File: src/rtl/alu_seq_pkg.sv
// Shared definitions for the ALU control sequencer: opcodes, states, IR field
// positions and the opcode-class decode.
package alu_seq_pkg;

   localparam logic [4:0] OP_ADD  = 5'd3;
   localparam logic [4:0] OP_SUB  = 5'd4;
   localparam logic [4:0] OP_AND  = 5'd5;
   localparam logic [4:0] OP_OR   = 5'd6;
   localparam logic [4:0] OP_SHR  = 5'd7;
   localparam logic [4:0] OP_SHRA = 5'd8;
   localparam logic [4:0] OP_SHL  = 5'd9;
   localparam logic [4:0] OP_ROR  = 5'd10;
   localparam logic [4:0] OP_ROL  = 5'd11;
   localparam logic [4:0] OP_MUL  = 5'd15;
   localparam logic [4:0] OP_DIV  = 5'd16;
   localparam logic [4:0] OP_NEG  = 5'd17;
   localparam logic [4:0] OP_NOT  = 5'd18;

   localparam int OP_MSB = 31;
   localparam int OP_LSB = 27;
   localparam int RA_MSB = 26;
   localparam int RA_LSB = 23;
   localparam int RB_MSB = 22;
   localparam int RB_LSB = 19;
   localparam int RC_MSB = 18;
   localparam int RC_LSB = 15;

   typedef enum logic [3:0] {
      S_IDLE, S_T0, S_T1, S_T2, S_T3, S_T4, S_T5, S_T6, S_FAULT
   } state_t;

   typedef enum logic [1:0] {
      CLS_ILLEGAL, CLS_BINARY, CLS_UNARY, CLS_LONG
   } op_class_t;

   function automatic op_class_t op_class(input logic [4:0] op);
      case (op)
         OP_ADD, OP_SUB, OP_AND, OP_OR, OP_SHR, OP_SHRA,
         OP_SHL, OP_ROR, OP_ROL:         return CLS_BINARY;
         OP_MUL, OP_DIV:                 return CLS_LONG;
         OP_NEG, OP_NOT:                 return CLS_UNARY;
         default:                        return CLS_ILLEGAL;
      endcase
   endfunction

endpackage

File: src/rtl/alu_sequencer_if.sv
// Handshake and datapath strobe bundle between the sequencer (slave) and the
// environment that feeds it instructions and consumes its strobes (master).
interface alu_sequencer_if #(parameter int NUM_REGS = 16);
   logic                start;
   logic                run_cont;
   logic [31:0]         mem_data;
   logic                mem_ready;
   logic                PCout, IncPC, MARin, memRead, MDRin, MDRout, IRin;
   logic                Yin, Zin, Zlowout, Zhighout, LOin, HIin;
   logic [NUM_REGS-1:0] R_in;
   logic [NUM_REGS-1:0] R_out;
   logic [4:0]          alu_op;
   logic                done;
   logic                fault;
   logic                busy;

   modport master (
      output start, run_cont, mem_data, mem_ready,
      input  PCout, IncPC, MARin, memRead, MDRin, MDRout, IRin,
             Yin, Zin, Zlowout, Zhighout, LOin, HIin,
             R_in, R_out, alu_op, done, fault, busy
   );

   modport slave (
      input  start, run_cont, mem_data, mem_ready,
      output PCout, IncPC, MARin, memRead, MDRin, MDRout, IRin,
             Yin, Zin, Zlowout, Zhighout, LOin, HIin,
             R_in, R_out, alu_op, done, fault, busy
   );
endinterface

File: src/rtl/onehot_dec.sv
// Index-to-one-hot decoder with enable; out-of-range indices decode to zero.
module onehot_dec #(
   parameter int N = 16,
   parameter int W = $clog2(N)
) (
   input  logic         en_i,
   input  logic [W-1:0] sel_i,
   output logic [N-1:0] dec_o
);

   always_comb begin
      dec_o = '0;
      if (en_i) dec_o = N'(1) << sel_i;
   end

endmodule

File: src/rtl/alu_sequencer.sv
// Hardwired fetch/execute control sequencer for register-to-register ALU
// instructions; all strobes are Moore except MDRin, which follows mem_ready in T1.
//
// state | meaning
// IDLE  | waiting for start, all outputs low
// T0    | PC to MAR, increment PC
// T1    | memory read, wait for mem_ready, latch instruction on exit
// T2    | MDR to IR, decode and legality check
// T3-T6 | execute steps, count depends on opcode class
// FAULT | illegal instruction, sticky until clear
module alu_sequencer
   import alu_seq_pkg::*;
#(
   parameter int NUM_REGS  = 16,
   parameter int REG_SEL_W = $clog2(NUM_REGS)
) (
   input  logic          clock,
   input  logic          clear,
   alu_sequencer_if.slave bus
);

   state_t      state_q, state_d;
   logic [31:0] ir_q, ir_d;

   logic [4:0]  op;
   logic [3:0]  ra, rb, rc;
   op_class_t   cls;
   logic        regs_bad;
   logic        final_step;
   logic        rin_en, rout_en;
   logic [3:0]  rin_field, rout_field;
   logic        unused_ir_bits;

   assign op  = ir_q[OP_MSB:OP_LSB];
   assign ra  = ir_q[RA_MSB:RA_LSB];
   assign rb  = ir_q[RB_MSB:RB_LSB];
   assign rc  = ir_q[RC_MSB:RC_LSB];
   assign cls = op_class(op);
   assign unused_ir_bits = ^ir_q[RC_LSB-1:0];

   function automatic logic oob(input logic [3:0] f);
      return 32'(f) >= 32'(NUM_REGS);
   endfunction

   // Only fields the instruction class actually uses are range-checked.
   always_comb begin
      regs_bad = 1'b0;
      case (cls)
         CLS_BINARY: regs_bad = oob(ra) || oob(rb) || oob(rc);
         CLS_UNARY,
         CLS_LONG:   regs_bad = oob(ra) || oob(rb);
         default:    regs_bad = 1'b0;
      endcase
   end

   always_ff @(posedge clock or posedge clear) begin
      if (clear) begin
         state_q <= S_IDLE;
         ir_q    <= '0;
      end else begin
         state_q <= state_d;
         ir_q    <= ir_d;
      end
   end

   always_comb begin
      state_d      = state_q;
      ir_d         = ir_q;
      final_step   = 1'b0;
      rin_en       = 1'b0;
      rout_en      = 1'b0;
      rin_field    = '0;
      rout_field   = '0;
      bus.PCout    = 1'b0;
      bus.IncPC    = 1'b0;
      bus.MARin    = 1'b0;
      bus.memRead  = 1'b0;
      bus.MDRin    = 1'b0;
      bus.MDRout   = 1'b0;
      bus.IRin     = 1'b0;
      bus.Yin      = 1'b0;
      bus.Zin      = 1'b0;
      bus.Zlowout  = 1'b0;
      bus.Zhighout = 1'b0;
      bus.LOin     = 1'b0;
      bus.HIin     = 1'b0;
      bus.alu_op   = '0;
      bus.done     = 1'b0;

      case (state_q)
         S_IDLE: if (bus.start) state_d = S_T0;
         S_T0: begin
            bus.PCout = 1'b1;
            bus.IncPC = 1'b1;
            bus.MARin = 1'b1;
            state_d   = S_T1;
         end
         S_T1: begin
            bus.memRead = 1'b1;
            bus.MDRin   = bus.mem_ready;
            if (bus.mem_ready) begin
               ir_d    = bus.mem_data;
               state_d = S_T2;
            end
         end
         S_T2: begin
            bus.MDRout = 1'b1;
            bus.IRin   = 1'b1;
            state_d    = (cls == CLS_ILLEGAL || regs_bad) ? S_FAULT : S_T3;
         end
         S_T3: begin
            rout_en = 1'b1;
            state_d = S_T4;
            if (cls == CLS_LONG) begin
               rout_field = ra;
               bus.Yin    = 1'b1;
            end else if (cls == CLS_UNARY) begin
               rout_field = rb;
               bus.Zin    = 1'b1;
               bus.alu_op = op;
            end else begin
               rout_field = rb;
               bus.Yin    = 1'b1;
            end
         end
         S_T4: begin
            state_d = S_T5;
            if (cls == CLS_UNARY) begin
               bus.Zlowout = 1'b1;
               rin_en      = 1'b1;
               rin_field   = ra;
               bus.done    = 1'b1;
               final_step  = 1'b1;
            end else begin
               rout_en    = 1'b1;
               rout_field = (cls == CLS_LONG) ? rb : rc;
               bus.Zin    = 1'b1;
               bus.alu_op = op;
            end
         end
         S_T5: begin
            bus.Zlowout = 1'b1;
            if (cls == CLS_LONG) begin
               bus.LOin = 1'b1;
               state_d  = S_T6;
            end else begin
               rin_en     = 1'b1;
               rin_field  = ra;
               bus.done   = 1'b1;
               final_step = 1'b1;
            end
         end
         S_T6: begin
            bus.Zhighout = 1'b1;
            bus.HIin     = 1'b1;
            bus.done     = 1'b1;
            final_step   = 1'b1;
         end
         S_FAULT: state_d = S_FAULT;
         default: state_d = S_IDLE;
      endcase

      if (final_step) state_d = bus.run_cont ? S_T0 : S_IDLE;
   end

   assign bus.fault = (state_q == S_FAULT);
   assign bus.busy  = (state_q != S_IDLE) && (state_q != S_FAULT);

   onehot_dec #(.N(NUM_REGS), .W(REG_SEL_W)) u_rin_dec (
      .en_i  (rin_en),
      .sel_i (rin_field[REG_SEL_W-1:0]),
      .dec_o (bus.R_in)
   );

   onehot_dec #(.N(NUM_REGS), .W(REG_SEL_W)) u_rout_dec (
      .en_i  (rout_en),
      .sel_i (rout_field[REG_SEL_W-1:0]),
      .dec_o (bus.R_out)
   );

endmodule

File: src/flat_wrapper.sv
// flat-port wrapper written by rule: the top's interface ports become plain ports
module alu_sequencer_flat import alu_seq_pkg::*;
#(
   parameter int NUM_REGS  = 16,
   parameter int REG_SEL_W = $clog2(NUM_REGS)
)
  (clock, clear, bus_start, bus_run_cont, bus_mem_data, bus_mem_ready, bus_PCout, bus_IncPC, bus_MARin, bus_memRead, bus_MDRin, bus_MDRout, bus_IRin, bus_Yin, bus_Zin, bus_Zlowout, bus_Zhighout, bus_LOin, bus_HIin, bus_R_in, bus_R_out, bus_alu_op, bus_done, bus_fault, bus_busy);
  alu_sequencer_if #(.NUM_REGS(NUM_REGS)) bus_i ();
  input  logic clock;
  input  logic clear;
  input wire logic [$bits(bus_i.start)-1:0] bus_start;
  input wire logic [$bits(bus_i.run_cont)-1:0] bus_run_cont;
  input wire logic [$bits(bus_i.mem_data)-1:0] bus_mem_data;
  input wire logic [$bits(bus_i.mem_ready)-1:0] bus_mem_ready;
  output wire logic [$bits(bus_i.PCout)-1:0] bus_PCout;
  output wire logic [$bits(bus_i.IncPC)-1:0] bus_IncPC;
  output wire logic [$bits(bus_i.MARin)-1:0] bus_MARin;
  output wire logic [$bits(bus_i.memRead)-1:0] bus_memRead;
  output wire logic [$bits(bus_i.MDRin)-1:0] bus_MDRin;
  output wire logic [$bits(bus_i.MDRout)-1:0] bus_MDRout;
  output wire logic [$bits(bus_i.IRin)-1:0] bus_IRin;
  output wire logic [$bits(bus_i.Yin)-1:0] bus_Yin;
  output wire logic [$bits(bus_i.Zin)-1:0] bus_Zin;
  output wire logic [$bits(bus_i.Zlowout)-1:0] bus_Zlowout;
  output wire logic [$bits(bus_i.Zhighout)-1:0] bus_Zhighout;
  output wire logic [$bits(bus_i.LOin)-1:0] bus_LOin;
  output wire logic [$bits(bus_i.HIin)-1:0] bus_HIin;
  output wire logic [$bits(bus_i.R_in)-1:0] bus_R_in;
  output wire logic [$bits(bus_i.R_out)-1:0] bus_R_out;
  output wire logic [$bits(bus_i.alu_op)-1:0] bus_alu_op;
  output wire logic [$bits(bus_i.done)-1:0] bus_done;
  output wire logic [$bits(bus_i.fault)-1:0] bus_fault;
  output wire logic [$bits(bus_i.busy)-1:0] bus_busy;
  assign bus_i.start = bus_start;
  assign bus_i.run_cont = bus_run_cont;
  assign bus_i.mem_data = bus_mem_data;
  assign bus_i.mem_ready = bus_mem_ready;
  assign bus_PCout = bus_i.PCout;
  assign bus_IncPC = bus_i.IncPC;
  assign bus_MARin = bus_i.MARin;
  assign bus_memRead = bus_i.memRead;
  assign bus_MDRin = bus_i.MDRin;
  assign bus_MDRout = bus_i.MDRout;
  assign bus_IRin = bus_i.IRin;
  assign bus_Yin = bus_i.Yin;
  assign bus_Zin = bus_i.Zin;
  assign bus_Zlowout = bus_i.Zlowout;
  assign bus_Zhighout = bus_i.Zhighout;
  assign bus_LOin = bus_i.LOin;
  assign bus_HIin = bus_i.HIin;
  assign bus_R_in = bus_i.R_in;
  assign bus_R_out = bus_i.R_out;
  assign bus_alu_op = bus_i.alu_op;
  assign bus_done = bus_i.done;
  assign bus_fault = bus_i.fault;
  assign bus_busy = bus_i.busy;
  alu_sequencer #(.NUM_REGS(NUM_REGS), .REG_SEL_W(REG_SEL_W)) u_core (.clock(clock), .clear(clear), .bus(bus_i));
endmodule
File: config.mk
export PLATFORM = sky130hd
export DESIGN_NAME = alu_sequencer_flat
export DESIGN_NICKNAME = d
export VERILOG_FILES = /design/src/rtl/alu_seq_pkg.sv /design/src/rtl/alu_sequencer_if.sv /design/src/rtl/onehot_dec.sv /design/src/rtl/alu_sequencer.sv /design/src/flat_wrapper.sv
export SDC_FILE = /design/constraint.sdc
export NUM_CORES = 1
export LEC_CHECK = 0
export ABC_AREA = 1
export CAP_MARGIN = 0
export CORE_ASPECT_RATIO = 1.2
export CORE_MARGIN = 2
export CORE_UTILIZATION = 42
export CTS_CLUSTER_SIZE = 20
export DETAILED_ROUTE_END_ITERATION = 12
export GPL_TIMING_DRIVEN = 1
export HOLD_SLACK_MARGIN = 0.02
export MAX_ROUTING_LAYER = met4
export PLACE_DENSITY = 0.88
export SLEW_MARGIN = 25
export SYNTH_ARGS = -nofsm -noshare
export SYNTH_HDL_FRONTEND = slang
export SYNTH_SLANG_ARGS = --single-unit
File: constraint.sdc
create_clock -name clock -period 4.2 [get_ports clock]
set_clock_uncertainty 0.1 [all_clocks]
set_input_delay 1.05 -clock clock [delete_from_list [all_inputs] [get_ports clock]]
set_output_delay 1.05 -clock clock [all_outputs]
set_load 0.03 [all_outputs]
==> results of run 1 <==
## kinds of logic (layout without fill, tap and decap cells)
group,Yosys count,in the layout
simple gates,168,168
buf+inv,42,114
compound gates,24,24
flops,21,21
## sequential cells by signal, indices dropped and copies added (netlist names)
name / cells
u_core.state_q: 4
u_core.ir_q: 17
## final cells by class
| type | count | area share, % |
|---|---|---|
| clock buffers | 3 | 1.679 |
| clock inverters | 1 | 0.2035 |
| inverters | 35 | 5.443 |
| multi-input cells | 192 | 38.25 |
| flip-flops and latches | 21 | 21.36 |
| well taps | 52 | 2.645 |
| repair buffers | 75 | 30.42 |
## cell usage after synthesis
master,instances,area [µm²]
nand2_1,78,292.8
nor2_1,46,172.7
inv_1,28,105.1
dfrtp_1,21,525.5
nand3_1,14,70.07
o21ai_0,11,55.05
nand2_2,10,62.56
nand2_4,7,78.83
inv_2,5,18.77
buf_4,4,30.03
nand3_2,4,40.04
nor2_4,4,45.04
nor2_2,3,18.77
o21ai_1,3,15.01
a21oi_2,2,17.52
o21bai_1,2,15.01
a21oi_1,1,5.000
a22oi_1,1,7.510
a31o_2,1,8.760
buf_2,1,5.000
buf_6,1,11.26
clkbuf_1,1,3.750
clkinv_1,1,3.750
inv_4,1,6.260
nand4_1,1,6.260
nor3_1,1,5.000
o21ai_2,1,8.760
o221ai_1,1,8.760
o31ai_1,1,7.510
## worst max path at each step
stage	start	to	cells past startpoint
global placement	bus_mem_ready	bus_MDRin	4
CTS	u_core.ir_q[29]$_DFFE_PP0P_	bus_R_out[9]	12
detailed placement	bus_mem_ready	bus_MDRin	4
floorplan	u_core.ir_q[29]$_DFFE_PP0P_	bus_alu_op[0]	9
global route	u_core.ir_q[29]$_DFFE_PP0P_	bus_R_out[2]	12
finish	u_core.ir_q[29]$_DFFE_PP0P_	bus_R_out[9]	12
## stage by stage
step                      utilization, %  hold slack [ns]
after floorplan                        -           0.3492
after global placement             65.35           0.3656
after detailed placement           65.35           0.3714
after CTS                          66.60           0.3916
after global routing               66.60           0.4056
final                              66.60           0.3905
## worst reg2reg max path, stage by stage, from the launching register on
cell	delay (ns)
dfrtp_1	0.45
nor2_4	0.17
nand2_2	0.10
a21oi_2	0.24
nand2_4	0.10
nand3_2	0.10
nand2_4	0.09
inv_1	0.08
o21ai_2	0.08
nand2_1	0.06
o21ai_0	0.09
## layer usage
metal  GRT usage [%]  up-vias
met5               -        -
met4           7.971        0
met3           3.369       11
met2           34.04       61
met1           22.64      825
li1                -      926
## where the power goes
| group | switching, mW | total [mW] | internal (mW) |
|---|---|---|---|
| Combinational | 0.659 | 1.01 | 0.355 |
| Clock | 0.0680 | 0.134 | 0.0662 |
| Sequential | 0.0959 | 0.397 | 0.301 |
| Total | 0.823 | 1.55 | 0.722 |
==> flow_summary.yaml, run 1 <==
status:
  outcome: "complete, no violations"
global_routing:
  antenna_found_initial: 0
  grt_pass1_wl_um: 6637
  grt_max_degree: 29
  grt_usage_pct: 19.95
  grt.overflow.total: 0
  grt_pass1_vias: 1577
power_and_ir_drop:
  ir_drop_v: 0.0003380
  power_density_nw_per_um2: 628.3
  total_power_mw: 1.546
  leakagePower_nw: 1.117
drt:
  drc_errors: 0
  wl_met3_um: 251
  wl_met2_um: 2124
  viasPerCell: 4.810
  routed-via-count: 1823
  drt_first_iter_violations: 50
  top_layer_used: "met4"
  postRouteAntennaNets: 0
  wl_met1_um: 1686
  dr.pass1.iters: 4
  wl_per_cell_um: 10.90
  wl_um: 4132
floorplan:
  num_rows: 24
  die_w_um: 61.22
  initial_core_util_pct: 44.68
  core_area_um2: 3694
  die-area_um2: 4449
  ios: 90
  fp.dieH_um: 72.67
timing:
  grt_setup_unrepaired: "false"
  fin_setup_tns_ns: 0
  period_needed_ns: 3.745
  fin_crit_sh_pct: 89.16
  fmax_ghz: 0.2671
  setup_ws_ns: 0.4554
  setup-violations-final: 0
  slew_violations: 0
  worst_slew_pin_slew_ns: 0.7879
  hold_violations: 0
  slew_headroom_pct: 47.41
place:
  hpwl_um: 3425
  port_buffers: 74
  pre_cts_slack_ns: 0.6206
  gp_congestion: 0.8191
  placed_area_um2: 2414
  placed_cells: 375
layout:
  nNetsFinal: 365
  regArea_um2: 525.5
  drive_above_1_share_pct: 13.15
  final_cell_mix: "nand2_1 (78), clkdlybuf4s50_1 (74), nor2_1 (46), inv_1 (28), dfrtp_1 (21)"
  nFillCells: 336
  multi_input_area_um2: 940.9
  final_area_um2: 2460
  layout_commonest_cell: "nand2_1"
  fin_cells: 379
  diodes: 0
  area_delta_synth_final_pct: 49.05
synthesis:
  synth_seq_cells: 21
  syn-cell-area_um2: 1650
  ys_warn_count: 0
  synth_fa_ha_area_share_pct: 0
  synth_compound_area_share_pct: 9.022
  synth_cell_types: 29
  synth_nets: 292
  synth_top_family_by_area: "simple AND/OR/NAND/NOR gates"
  yosys.area_share.simple_pct: 47.99
  synth_cells: 255
  seq_area_frac_synth_pct: 31.84
  synth_xor_area_share_pct: 0
  muxShareOfSynthArea_pct: 0
  avgSynthCellArea_um2: 6.472
worst_hold_path:
  min_path_type: "flip-flop to flip-flop"
  min_to: "u_core.ir_q[16]$_DFFE_PP0P_"
  worstHoldStart: "u_core.ir_q[16]$_DFFE_PP0P_"
  min_delay_path_depth: 2
worst_setup_path:
  cp.required_ns: 3.05
  timing.rr.end: "u_core.state_q[0]$_DFFE_PP0P_"
  crit_chain: "nor2_4 > nand2_2 > nand2_2 > nand2_4 > nor2_4 > nand2_1 > nand3_1 > nand2_2 > inv_2 > nand3_1 > nor2_1 > clkdlybuf4s50_1"
  cp_num_buf_inv: 2
  crit_top_cell: "nand2_2"
  startpoint_type: "flip-flop"
  r2r_setup_slack_ns: 2.42
  cpMaxStageDelayCell: "clkdlybuf4s50_1"
  rr_worst_depth: 10
  cp.arrival_ns: 2.59
  cpPeakStageDelay_ns: 0.68
  cp_top_family: "simple AND/OR/NAND/NOR gates"
  crit_fanout: 10
  timing.rr.start: "u_core.ir_q[29]$_DFFE_PP0P_"
  crit_type: "flip-flop to output port"
  critPathCaptureType: "output port"
clock_network:
  post_cts_resize_count: 0
  htreeDepth: 1
  clock_sinks: 21
  postCtsHoldBufs: 0
  clk_pin_slew_worst_paths_ns: 0.08
  clk_root_buffer_cell: "clkbuf_8"
  clock_latency_ns: 0.26
  post_cts_buffers: 0
  tritoncts: "done"
  ctsLongestPathBuffers: 2
  cts-buffers-inserted: 3
run:
  drv_cap: 0
(Power assumes the default switching activity.)
==> inputs of run 2 (changes only) <==
CORE_UTILIZATION = 35   (was 42)
PLACE_DENSITY = 0.78   (was 0.88)
clock period = 3.3 ns   (was 4.2 ns; I/O delays follow)
==> flow_summary.yaml, run 2 (same netlist as run 1, synthesis figures left out) <==
layout:
  final_cell_mix: "nand2_1 (78), nor2_1 (45), clkdlybuf4s50_1 (36), inv_1 (28), dfrtp_1 (21)"
  largest_register_ffs: 17
  reg_top3: "u_core.ir_q (17), u_core.state_q (4)"
  diodes: 0
  fin_cells: 385
  area_delta_synth_final_pct: 42.91
  max_flop_register: "u_core.ir_q"
  multi_input_area_um2: 943.4
  drive_above_1_share_pct: 19.27
  nFillCells: 490
  regArea_um2: 525.5
  post-route-util_pct: 51.71
  nNetsFinal: 365
  layout_commonest_cell: "nand2_1"
clock_network:
  clock_latency_ns: 0.26
  cts-buffers-inserted: 3
  clk_pin_slew_worst_paths_ns: 0.08
  htreeDepth: 1
  clk_root_buffer_cell: "clkbuf_8"
  tritoncts: "done"
  postCtsHoldBufs: 0
  clock_sinks: 21
  post_cts_buffers: 0
  ctsLongestPathBuffers: 2
worst_setup_path:
  crit_type: "flip-flop to output port"
  rr_worst_depth: 11
  critPathCaptureType: "output port"
  cp.required_ns: 2.37
  cp.arrival_ns: 2.21
  crit_fanout: 10
  startpoint_type: "flip-flop"
power_and_ir_drop:
  clkPwrFrac_pct: 8.7
  power.net_switching_mw: 1.029
  leakagePower_nw: 1.244
  pwr-share-seq_pct: 26.1
  cellInternalPower_mw: 0.8979
  switching_share_pct: 53.41
  ir_drop_v: 0.0003245
  power_density_nw_per_um2: 817.1
  total_power_mw: 1.927
  comb_power_share_pct: 65.2
timing:
  grt_setup_unrepaired: "false"
  period_needed_ns: 3.136
  setup-violations-final: 0
  slew_headroom_pct: 47.02
  hold_violations: 0
  worst_slew_pin_slew_ns: 0.7938
  fin_crit_sh_pct: 95.04
  fin_setup_tns_ns: 0
  fmax_ghz: 0.3189
  slew_violations: 0
drt:
  drt_first_iter_violations: 49
  postRouteAntennaNets: 0
  viasPerCell: 4.540
  routed-via-count: 1748
  wl_per_cell_um: 10.54
  drc_errors: 0
  wl_um: 4057
  dr.pass1.iters: 4
place:
  hpwl_um: 3291
  gp_congestion: 0.8473
  placed_cells: 381
  port_buffers: 74
floorplan:
  core_area_um2: 4561
  die_w_um: 66.69
  fp.dieH_um: 79.22
  die-area_um2: 5283
  num_rows: 27
  ios: 90
  initial_core_util_pct: 36.19
global_routing:
  grt_pass1_vias: 1625
  grt_max_degree: 29
  antenna_found_initial: 0
  grt_usage_pct: 16.58
  grt.overflow.total: 0
  grt_pass1_wl_um: 6900
worst_hold_path:
  min_delay_path_depth: 2
  min_path_type: "flip-flop to flip-flop"
run:
  drv_cap: 0
status:
  outcome: "complete, no violations"
[run 2: final timing paths]
path | start | endpoint | slack [ns]
max in group asynchronous | clear | u_core.ir_q[19]$_DFFE_PP0P_ | 1.69
hold reg to reg | u_core.ir_q[17]$_DFFE_PP0P_ | u_core.ir_q[17]$_DFFE_PP0P_ | 0.39
setup reg to reg | u_core.ir_q[29]$_DFFE_PP0P_ | u_core.state_q[0]$_DFFE_PP0P_ | 1.57
setup / recovery | u_core.ir_q[29]$_DFFE_PP0P_ | bus_R_in[11] | 0.16
hold / removal | u_core.ir_q[17]$_DFFE_PP0P_ | u_core.ir_q[17]$_DFFE_PP0P_ | 0.39
min in group asynchronous | clear | u_core.ir_q[29]$_DFFE_PP0P_ | 0.92
[run 2: power groups by stage]
stage	Combinational [mW]	Sequential (mW)	Clock, mW
2_1_floorplan	0.971	0.484	0
3_3_place_gp	1.26	0.501	0
3_5_place_dp	1.28	0.507	0
4_1_cts	1.27	0.502	0.173
5_1_grt	1.40	0.521	0.183
6_report	1.26	0.503	0.168
[run 2: stage by stage]
| step | hold slack, ns | cell area (µm²) | setup slack, ns |
|---|---|---|---|
| after floorplan | 0.3492 | 1650 | 0.3237 |
| after global placement | 0.3722 | 2419 | 0.1513 |
| after detailed placement | 0.3758 | 2419 | 0.1050 |
| after CTS | 0.3960 | 2422 | 0.003064 |
| after global routing | 0.4216 | 2359 | 0.001269 |
| final | 0.3872 | 2359 | 0.1638 |
[run 2: repair_timing]
action	4_1_cts	5_1_grt
hold endpoints to repair	0	0
setup endpoints to repair	35	25
resized for setup	36	42
[run 2: critical path, cell delays in order (launching register included)]
cell	delay [ns]
dfrtp_1	0.44
nor2_4	0.15
nand2_2	0.09
nand2_2	0.08
nand2_4	0.11
nor2_4	0.16
nand2_2	0.09
nand2_4	0.12
nand2_2	0.07
nor2_2	0.10
nand2_1	0.08
nor2_1	0.08
dlygate4sd2_1	0.39
[run 2: layer usage]
metal	up-vias	global-route usage (%)	wire, µm
met1	765	19.96	1741
met3	7	2.125	236
li1	922	-	-
met2	54	28.90	2035
met5	-	-	0
met4	0	4.490	44
[run 2: layout make-up]
cell class	count	share of cell area (%)
Timing Repair Buffer	75	27.06
Inverter	35	5.676
Tap cell	58	3.077
Clock buffer	4	1.910
Multi-Input combinational cell	192	40.00
Sequential cell	21	22.28
